File: config.mk
export PLATFORM = sky130hd
export DESIGN_NAME = i2c_role_arbiter
export DESIGN_NICKNAME = d
export VERILOG_FILES = /design/src/rtl/i2c_pkg.sv /design/src/rtl/bus_free_counter.sv /design/src/rtl/i2c_role_arbiter.sv
export SDC_FILE = /design/constraint.sdc
export NUM_CORES = 1
export LEC_CHECK = 0
export CORE_UTILIZATION = 29
export CTS_CLUSTER_DIAMETER = 100
export DETAILED_ROUTE_END_ITERATION = 10
export PLACE_DENSITY = 0.87
export SKIP_LAST_GASP = 1
export SYNTH_ARGS = -nofsm -noshare
export SYNTH_HDL_FRONTEND = slang
export SYNTH_SLANG_ARGS = --single-unit
File: constraint.sdc
create_clock -name clk -period 1.5 [get_ports clk]
set_clock_uncertainty 0.15 [all_clocks]
set_input_delay 0.3 -clock clk [delete_from_list [all_inputs] [get_ports clk]]
set_output_delay 0.3 -clock clk [all_outputs]
set_load 0.005 [all_outputs]
File: src/rtl/i2c_pkg.sv
// Shared definitions for the I2C role arbiter: role encoding, arbiter states
// and the bus-free counter width helper.
package i2c_pkg;

    localparam logic ROLE_SLAVE  = 1'b0;
    localparam logic ROLE_MASTER = 1'b1;

    typedef enum logic [1:0] {
        ACTIVE,
        DRAIN,
        BUS_WAIT
    } arb_state_t;

    function automatic int free_cnt_width(input int cycles);
        return $clog2(cycles + 1);
    endfunction

endpackage

File: src/rtl/bus_free_counter.sv
// Counts consecutive cycles with both bus lines high while enabled; clears on
// any low sample, on disable and on reaching the terminal count.
module bus_free_counter
    import i2c_pkg::*;
#(
    parameter int unsigned BUS_FREE_CYCLES = 8
) (
    input  logic clk,
    input  logic n_rst,
    input  logic enable,
    input  logic bus_high,
    output logic terminal
);

    localparam int CW = free_cnt_width(int'(BUS_FREE_CYCLES));
    localparam logic [CW-1:0] TC = CW'(BUS_FREE_CYCLES - 1);

    logic [CW-1:0] count;

    assign terminal = (count == TC);

    // Terminal count is the exit point, so the counter never wraps.
    always_ff @(posedge clk or negedge n_rst) begin
        if (!n_rst) begin
            count <= '0;
        end else if (!enable || !bus_high || terminal) begin
            count <= '0;
        end else begin
            count <= count + CW'(1);
        end
    end

endmodule

File: src/rtl/i2c_role_arbiter.sv
// Grants the I2C pads and FIFO ports to either the master or slave engine;
// role changes wait for the granted engine to drain and the bus to go idle.
//
// state    | meaning
// ACTIVE   | granted engine owns pads/FIFO, no change requested
// DRAIN    | change requested, granted engine finishing its transaction
// BUS_WAIT | both engines off, waiting for BUS_FREE_CYCLES idle samples
module i2c_role_arbiter
    import i2c_pkg::*;
#(
    parameter int unsigned BUS_FREE_CYCLES = 8
) (
    input  logic       clk,
    input  logic       n_rst,
    input  logic       ms_select,
    input  logic       SDA_sync,
    input  logic       SCL_sync,
    input  logic       busy_master,
    input  logic       busy_slave,
    input  logic       SDA_out_master,
    input  logic       SCL_out_master,
    input  logic       SDA_out_slave,
    input  logic       SCL_out_slave,
    input  logic       TX_read_enable_master,
    input  logic       TX_read_enable_slave,
    input  logic       RX_write_enable_master,
    input  logic       RX_write_enable_slave,
    input  logic [7:0] rx_data_master,
    input  logic [7:0] rx_data_slave,
    input  logic       set_transaction_complete_master,
    input  logic       set_transaction_complete_slave,
    input  logic       ack_error_set_master,
    input  logic       ack_error_set_slave,
    output logic       master_enable,
    output logic       slave_enable,
    output logic       SDA_out,
    output logic       SCL_out,
    output logic       TX_read_enable,
    output logic       RX_write_enable,
    output logic [7:0] rx_data,
    output logic       set_transaction_complete,
    output logic       ack_error_set,
    output logic       busy,
    output logic       role,
    output logic       switch_pending
);

    arb_state_t state;
    logic       role_q;
    logic       bus_high;
    logic       in_wait;
    logic       granted_busy;
    logic       free_tc;

    assign bus_high     = SDA_sync & SCL_sync;
    assign in_wait      = (state == BUS_WAIT);
    assign granted_busy = (role_q == ROLE_MASTER) ? busy_master : busy_slave;
    assign role         = role_q;

    bus_free_counter #(
        .BUS_FREE_CYCLES(BUS_FREE_CYCLES)
    ) u_free_cnt (
        .clk      (clk),
        .n_rst    (n_rst),
        .enable   (in_wait),
        .bus_high (bus_high),
        .terminal (free_tc)
    );

    always_ff @(posedge clk or negedge n_rst) begin
        if (!n_rst) begin
            state  <= ACTIVE;
            role_q <= ROLE_SLAVE;
        end else begin
            case (state)
                ACTIVE: begin
                    if (ms_select != role_q) state <= DRAIN;
                end
                DRAIN: begin
                    if (ms_select == role_q) state <= ACTIVE;
                    else if (!granted_busy)  state <= BUS_WAIT;
                end
                BUS_WAIT: begin
                    // Request is re-sampled here; it may match the old role.
                    if (bus_high && free_tc) begin
                        role_q <= ms_select;
                        state  <= ACTIVE;
                    end
                end
                default: state <= ACTIVE;
            endcase
        end
    end

    always_comb begin
        master_enable            = 1'b0;
        slave_enable             = 1'b0;
        SDA_out                  = 1'b1;
        SCL_out                  = 1'b1;
        TX_read_enable           = 1'b0;
        RX_write_enable          = 1'b0;
        set_transaction_complete = 1'b0;
        ack_error_set            = 1'b0;
        busy                     = 1'b1;
        rx_data                  = (role_q == ROLE_MASTER) ? rx_data_master : rx_data_slave;
        switch_pending           = (state != ACTIVE);
        if (!in_wait) begin
            busy = granted_busy;
            if (role_q == ROLE_MASTER) begin
                master_enable            = 1'b1;
                SDA_out                  = SDA_out_master;
                SCL_out                  = SCL_out_master;
                TX_read_enable           = TX_read_enable_master;
                RX_write_enable          = RX_write_enable_master;
                set_transaction_complete = set_transaction_complete_master;
                ack_error_set            = ack_error_set_master;
            end else begin
                slave_enable             = 1'b1;
                SDA_out                  = SDA_out_slave;
                SCL_out                  = SCL_out_slave;
                TX_read_enable           = TX_read_enable_slave;
                RX_write_enable          = RX_write_enable_slave;
                set_transaction_complete = set_transaction_complete_slave;
                ack_error_set            = ack_error_set_slave;
            end
        end
    end

endmodule

==> results.cfg, run 1 <==
[global_routing]
busiest_layer = met2
antenna_found_initial = 0
gr-total-overflow = 0
grt_max_degree = 8
grt_pass1_wl_um = 3430
grtUsageMet1 = 0.281
grt_usage = 0.232
met3_usage = 0.0431
met2_usage = 0.400
grt_pass1_vias = 766

[power_and_ir_drop]
ir_drop_v = 0.000425
p_int_uw = 520
power_frac_comb = 0.455
power_density_nw_per_um2 = 508
p_clk_frac = 0.249
swShare = 0.286
p_switching_uw = 208
p_leak_uw = 0.000647
seqPwrFrac = 0.295

[detailed_routing]
ant_nets = 0
vias = 769
routed_wl_um = 2400
wl_per_cell_um = 14.8
drc = 0
avgViaCountPerCell = 4.75
dr.pass1.iters = 4
drt_iter0_drc = 17

[finish]
nFillCells = 107
synthToLayoutAreaGrowth_pct = 151
n_antenna_cell = 0
fin_nets = 174
drive_above_1_share = 0.460
stdcell_count = 162

[place]
gp_congestion = 0.737
hpwl_um = 1510
dp_cells = 147
preCtsSetupSlack_ns = -0.433
portBuffers = 53

[hold_path]
hp-class = input port to asynchronous set/reset pin

[timing]
grt_setup_unrepaired = true
fin_hold_ws_ns = 0.158
fin_ws_ns = -0.343
drv_slew = 0
period_share = 1.23
worstMarginPinSlew_ns = 0.334
hold_viol = 0
max_slew_margin = 0.777
finalSetupViolations = 20
fmax_ghz = 0.542
setup_tns_ns = -4.82
min_period_ns = 1.84

[outcome]
status = complete, but fails checks
violations = negative setup slack

[critical_path]
critPathBufInv = 3
slowest_delay_ns = 0.44
rrSetupSlack_ns = -0.03
worstSetupPathType = flop to output port
slowest_stage = dfrtp_2
critPathTopFamily = flip-flops
critPathCaptureType = output port
critPathLaunchType = flop
worstPathRequired_ns = 1.05
path_common_cell = buf_12
crit_path_cell_trace = buf_12 -> buf_12 -> mux2_4 -> buf_6
critPathArrivalTime_ns = 1.39
path_max_fanout = 7

[floorplanning]
ios = 54
die_w_um = 46.4
die_area_um2 = 2150
initial_utilization = 0.320
die_h_um = 46.4
rows = 15
coreArea_um2 = 1780

[yosys]
synth-main-ff-cell = dfrtp_1
synth_top_area_share = 0.307
synth_enable_flop_cells = 0
synth-seq-cells = 7
synthCells = 61
synth.most_common_cell = nor2_1
yosys_warnings = 0
syn_area_um2 = 571
synthArstFlopShare = 1.00
synth.yosys.seq_area_share = 0.307
ys_top_cells_by_count = 10 x nor2_1, 9 x mux2_1, 8 x mux2i_1
synth_top_area_cell = dfrtp_1
synth_fp_nets = 97
synth_cell_type_count = 20
ys_top_cells_by_area = dfrtp_1 31%, mux2_1 18%, mux2i_1 14%, nor2_1 6.6%, nand3b_1 3.9%
syn_avg_cell_area_um2 = 9.35

[cts]
root_buffer = clkbuf_4
clk_pin_slew_ns = 0.06
numCtsBuffers = 3
htreeDepth = 1
cts_sinks = 7
cts.path.max_buffers = 2
clock_latency_ns = 0.25
cts_tree = yes

[flow_run]
cap_violations = 0
[worst paths after layout]
kind | start | end | depth (start not counted)
max | role | rx_data[2] | 4
min | n_rst | u_free_cnt.count[3] | 1
max reg2reg | role | state[1] | 6
min reg2reg | u_free_cnt.count[0] | u_free_cnt.count[0] | 1
max in group asynchronous | n_rst | state[1] | 1
min in group clk | u_free_cnt.count[0] | u_free_cnt.count[0] | 1
[cell families after synthesis]
family | share of synthesized area
AOI/OAI and AO/OA | 0.0351
xor gates and xnor gates | 0.0154
adders and majority gates | 0.0219
buffers and inverters | 0.0175
DFF | 0.307
muxes | 0.318
and+or+nand+nor | 0.285
[flip-flops by register name, summed over array words and instances, names as in the netlist]
signal            cells
u_free_cnt.count      4
role                  1
state                 2
[layer usage]
metal  vias to the layer above  share of wire
met5                         -              0
met4                         0          0.014
met3                         6          0.060
met2                        40           0.52
met1                       354           0.41
li1                        369              -
[placed cells by master, fill, tap and decap left out, types with 2 or more instances in the layout]
master           count
nor3b_2              2
nor2_1               8
dfrtp_2              2
dfrtp_1              5
buf_2               10
nand2_1              4
mux2i_1              6
buf_4               11
clkdlybuf4s50_1     34
nand3b_1             3
o21ai_1              3
buf_12               3
nand2b_1             2
buf_6               15
mux2_4               8
clkbuf_4             3
[power groups by stage]
stage	Sequential, uW	Clock [uW]	Combinational, uW
floorplan	215	0	70.5
global placement	212	0	302
detailed placement	213	0	303
CTS	213	182	305
global route	215	198	357
finish	215	182	332
[metrics by stage]
step                 util  total power [uW]  instance area, um^2
detailed placement  0.679               516                 1210
finish              0.804               729                 1430
floorplan               -               286                  571
CTS                 0.772               701                 1380
global route        0.804               770                 1430
global placement    0.679               514                 1210
[area by class of cell]
cell class | count | area [um^2] | area share
repair buffers | 74 | 727 | 0.507
multi-input cells | 52 | 472 | 0.329
flip-flops and latches | 7 | 178 | 0.124
well taps | 25 | 31.3 | 0.0218
clock buffers | 4 | 26.3 | 0.0183
[timing repair]
| action | in CTS | in global routing |
|---|---|---|
| endpoints found under the setup margin | 19 | 21 |
| setup buffers | 9 | 3 |
| pin swaps | 8 | 6 |
| resized for setup | 103 | 14 |
| hold buffers | 0 | 0 |
| gates cloned | 1 | 0 |
Power figures use the tool's default switching activity.
==> inputs of run 2 (changes only) <==
- clock period: 1.5 -> 2.1 ns (I/O delays scaled with it)
==> run 2 against run 1 <==
Compared with the run above:
- core utilization shrank 9.1 points
- combinational power shrank 38%
- critical endpoint is now master_enable
- the run now ends clean
- non-clock buffer count shrank 13
- count of clock-buffer cells in the layout is the same
- first-iteration DRC count shrank 47%
- highest routed layer unchanged
- clock power shrank 33%
- via count shrank 5.5%
- worst hold slack gained 0.12 ns
==> results.cfg, run 2 (synthesized netlist as in run 1, its figures left out) <==
[outcome]
status = completed

[detailed_routing]
vias = 727
drc = 0
ant_nets = 0
routed_wl_um = 2220
dr.pass1.iters = 4
avgViaCountPerCell = 4.88
wl_per_cell_um = 14.9
drt_iter0_drc = 9

[global_routing]
grt_pass1_vias = 729
grt_max_degree = 24
gr-total-overflow = 0
grt_pass1_wl_um = 3230
antenna_found_initial = 0
grt_usage = 0.216

[floorplanning]
rows = 15
die_h_um = 46.4
die_w_um = 46.4
ios = 54
initial_utilization = 0.320
coreArea_um2 = 1780
die_area_um2 = 2150

[timing]
finalSetupViolations = 0
min_period_ns = 2.07
fmax_ghz = 0.482
grt_setup_unrepaired = true
drv_slew = 0
max_slew_margin = 0.785
period_share = 0.988
hold_viol = 0
worstMarginPinSlew_ns = 0.321

[cts]
clock_latency_ns = 0.25
numCtsBuffers = 3
cts_tree = yes
root_buffer = clkbuf_4
cts_sinks = 7
cts.path.max_buffers = 2
clk_pin_slew_ns = 0.05
htreeDepth = 1

[critical_path]
crit_cells = 3
worstPathRequired_ns = 1.53
rrSetupSlack_ns = 0.58
critPathCaptureType = output port
critPathBufInv = 1
critPathArrivalTime_ns = 1.50
slowest_stage = clkdlybuf4s50_1
critPathLaunchType = flop
worstSetupPathType = flop to output port
critPathTopFamily = buffers and inverters
regToRegEndpoint = role
path_max_fanout = 5
slowest_delay_ns = 0.44
crit_path_cell_trace = nand2b_2 -> and2_1 -> clkdlybuf4s50_1
rr_worst_depth = 4
timing.rr.start = u_free_cnt.count[0]

[finish]
multi_input_area_um2 = 392
n_antenna_cell = 0
drive_above_1_share = 0.145
stdcell_count = 149
synthToLayoutAreaGrowth_pct = 123
final_core_util = 0.714
final_common_cell = clkdlybuf4s50_1
largest_register = u_free_cnt.count
fin_nets = 161
final_cell_mix = 36 x clkdlybuf4s50_1, 12 x dlymetal6s2s_1, 9 x mux2_1, 9 x nor2_1, 8 x mux2i_1
seq_area_um2 = 179
nFillCells = 129
largest_reg_flops = 4

[place]
hpwl_um = 1600
dp_cells = 140
gp_congestion = 0.718
portBuffers = 53

[power_and_ir_drop]
ir_drop_v = 0.000314
p_leak_uw = 0.000617
power_density_nw_per_um2 = 379
power.total_uw = 482

[hold_path]
hp-class = input port to asynchronous set/reset pin

[flow_run]
cap_violations = 0
## run 2: cell types whose count changed in the layout (fill, tap and decap cells not counted), moves of 2 or more
cell,before,now
mux2i_1,6,8
buf_2,10,0
buf_12,3,1
nor3b_1,1,3
mux2_1,1,9
buf_4,11,6
buf_6,15,0
dlygate4sd2_1,0,5
nor3b_2,2,0
mux2_4,8,0
clkdlybuf4s50_1,34,36
dlymetal6s2s_1,0,12
## run 2: area by class of cell
class / instances / area share
Multi-Input combinational cell: 52 / 0.308
Sequential cell: 7 / 0.141
Clock buffer: 4 / 0.0206
Timing Repair Buffer: 61 / 0.506
Tap cell: 25 / 0.0246
## run 2: metal layers
layer	wire length (um)	track usage	vias up	share of wire
li1	-	-	343	-
met1	840	0.251	332	0.38
met2	1220	0.381	42	0.55
met3	107	0.0353	10	0.048
met4	53	0.100	0	0.024
met5	0	0	-	0
## run 2: how the worst max path moves through the flow
| stage | from | endpoint | slack (ns) |
|---|---|---|---|
| 2_1_floorplan | role | rx_data[0] | 0.58 |
| 3_3_place_gp | rx_data_master[7] | rx_data[7] | -0.05 |
| 3_5_place_dp | rx_data_master[1] | rx_data[1] | -0.11 |
| 4_1_cts | role | rx_data[7] | -0.09 |
| 5_1_grt | state[0] | master_enable | -0.02 |
| 6_report | state[0] | master_enable | 0.03 |
## run 2: power by group
| group | internal [uW] | total [uW] | switching (uW) |
|---|---|---|---|
| logic | 139 | 205 | 66.0 |
| registers | 144 | 155 | 10.5 |
| clock network | 72.5 | 122 | 49.7 |
| total | 356 | 482 | 126 |
## run 2: worst reg2reg max path: cells and delay by family (launching register included)
kind / cells / cell delay [ns]
flops: 1 / 0.38
mux: 1 / 0.33
simple gates: 2 / 0.31
fa+ha+maj: 1 / 0.23
## run 2: repair_timing
item	4_1_cts	5_1_grt
cloned	0	1
hold buffers	0	0
endpoints found under the setup margin	16	13
setup buffers	3	1
resized for setup	8	15
## run 2: through the flow
stage / hold WS, ns / setup WS [ns] / TNS, ns / cell area [um^2]
CTS: 0.279 / -0.0946 / -0.474 / 1200
finish: 0.277 / 0.0251 / 0 / 1270
global placement: 0.304 / -0.0504 / -0.297 / 1160
global route: 0.290 / -0.0236 / -0.0236 / 1270
detailed placement: 0.347 / -0.110 / -0.433 / 1160
floorplan: -0.0256 / 0.585 / 0 / 571
==> inputs of run 3 (changes only) <==
==> constraint.sdc (replaced) <==
create_clock -name clk -period 2.1 [get_ports clk]
set_clock_uncertainty 0.15 [all_clocks]
set_input_delay 0.42 -clock clk [delete_from_list [all_inputs] [get_ports clk]]
set_output_delay 0.42 -clock clk [all_outputs]
set_load 0.02 [all_outputs]
==> run 3 against run 2 <==
Compared with the run above:
- non-clock buffer count is 4 lower
- core utilization is 5.1 points lower
- final cell count shrank 2.7%
- critical path depth is the same
- wire length down 14%
- maximum frequency grew 1.2%
- flip-flop and latch count stayed put
- largest cell class unchanged
- sequential share of layout area grew 0.88 points
- first-iteration DRC count decreased by 89%
==> results.cfg, run 3 (synthesized netlist as in run 1, its figures left out) <==
[outcome]
status = completed

[critical_path]
path_max_fanout = 10
worstPathRequired_ns = 1.53
critPathArrivalTime_ns = 1.48
rrSetupSlack_ns = 0.59
critPathCaptureType = output port
rr_worst_depth = 4
critPathLaunchType = flop
worstSetupPathType = flop to output port

[timing]
period_share = 0.976
max_slew_margin = 0.783
grt_setup_unrepaired = false
drv_slew = 0
fmax_ghz = 0.488
worstMarginPinSlew_ns = 0.324
hold_viol = 0
finalSetupViolations = 0
fin_hold_ws_ns = 0.286
min_period_ns = 2.05
fin_ws_ns = 0.0503
setup_tns_ns = 0

[place]
place_area_um2 = 1160
portBuffers = 53
preCtsSetupSlack_ns = -0.169
hpwl_um = 1490
gp_congestion = 0.729

[finish]
largest_reg_flops = 4
final_common_cell = clkdlybuf4s50_1
fin_nets = 157
largest_register = u_free_cnt.count
seq_area_um2 = 176
fin_area_um2 = 1180
final_cell_mix = 36 x clkdlybuf4s50_1, 10 x nor2_1, 9 x mux2_1, 9 x dlygate4sd2_1, 8 x mux2i_1
synthToLayoutAreaGrowth_pct = 107
final_core_util = 0.662
drive_above_1_share = 0.117
nFillCells = 151
n_antenna_cell = 0
multi_input_area_um2 = 385

[floorplanning]
die_area_um2 = 2150
die_w_um = 46.4
ios = 54
die_h_um = 46.4
coreArea_um2 = 1780
initial_utilization = 0.320
rows = 15

[cts]
clock_latency_ns = 0.24
root_buffer = clkbuf_4
cts_tree = yes
cts_sinks = 7
cts_setup_buffers = 0
htreeDepth = 1
clk_pin_slew_ns = 0.06
numCtsBuffers = 3
cts.path.max_buffers = 2

[global_routing]
antenna_found_initial = 0
grt_pass1_wl_um = 2880
grt_pass1_vias = 667
grt_max_degree = 11
grt_usage = 0.189
gr-total-overflow = 0

[flow_run]
cap_violations = 0

[detailed_routing]
ant_nets = 0
avgViaCountPerCell = 4.57
drc = 0
wl_per_cell_um = 13.2
vias = 662
dr.pass1.iters = 3
routed_wl_um = 1920
drt_iter0_drc = 1

[hold_path]
hp-class = input port to asynchronous set/reset pin

[power_and_ir_drop]
power_density_nw_per_um2 = 411
ir_drop_v = 0.000295
p_leak_uw = 0.000509
## run 3: cell types whose count changed in the layout (fill, tap and decap cells not counted), moves of 2 or more
cell             previous run  this run
buf_4                       6         2
dfrtp_2                     3         1
buf_2                       0         5
dlymetal6s2s_1             12         0
dlygate4sd2_1               5         9
dfrtp_1                     4         6
clkdlybuf4s15_1             0         3
## run 3: repair_timing
item	in CTS	in global routing
endpoints found under the setup margin	17	3
cloned	1	0
resized for setup	33	3
hold buffers	0	0
## run 3: power by group
group	total, uW	internal [uW]	switching [uW]	leakage, uW
registers	155	143	12.3	0.0000938
clock network	119	72.4	47.0	0.0000150
logic	211	115	95.6	0.000400
total	485	331	155	0.000509
## run 3: final cells by class
cell class / instances / share of cell area
Sequential cell: 7 / 0.149
Tap cell: 25 / 0.0265
Clock buffer: 4 / 0.0222
Timing Repair Buffer: 57 / 0.476
Multi-Input combinational cell: 52 / 0.326
## run 3: worst paths after layout
kind	startpoint	to
worst max-delay path	role	rx_data[2]
worst min-delay path	n_rst	u_free_cnt.count[2]
worst max register to register	u_free_cnt.count[0]	role
worst min register to register	u_free_cnt.count[0]	u_free_cnt.count[0]
max in group asynchronous	n_rst	role
min in group clk	u_free_cnt.count[0]	u_free_cnt.count[0]
## run 3: per-layer routing
layer | vias to the layer above | GRT usage | wire length, um
met4 | 0 | 0.0353 | 0
met3 | 0 | 0 | 59
met2 | 22 | 0.367 | 1020
li1 | 333 | - | -
met5 | - | 0 | 0
met1 | 307 | 0.228 | 838
## run 3: worst max-delay path, stage by stage (launching register included)
cell,delay (ns)
dfrtp_2,0.45
buf_12,0.16
mux2_1,0.32
clkdlybuf4s15_1,0.31
## run 3: metrics by stage
stage	total power (uW)	std cells
after floorplan	244	61
after global placement	385	140
after detailed placement	389	140
after CTS	487	145
after global routing	511	145
final	485	145
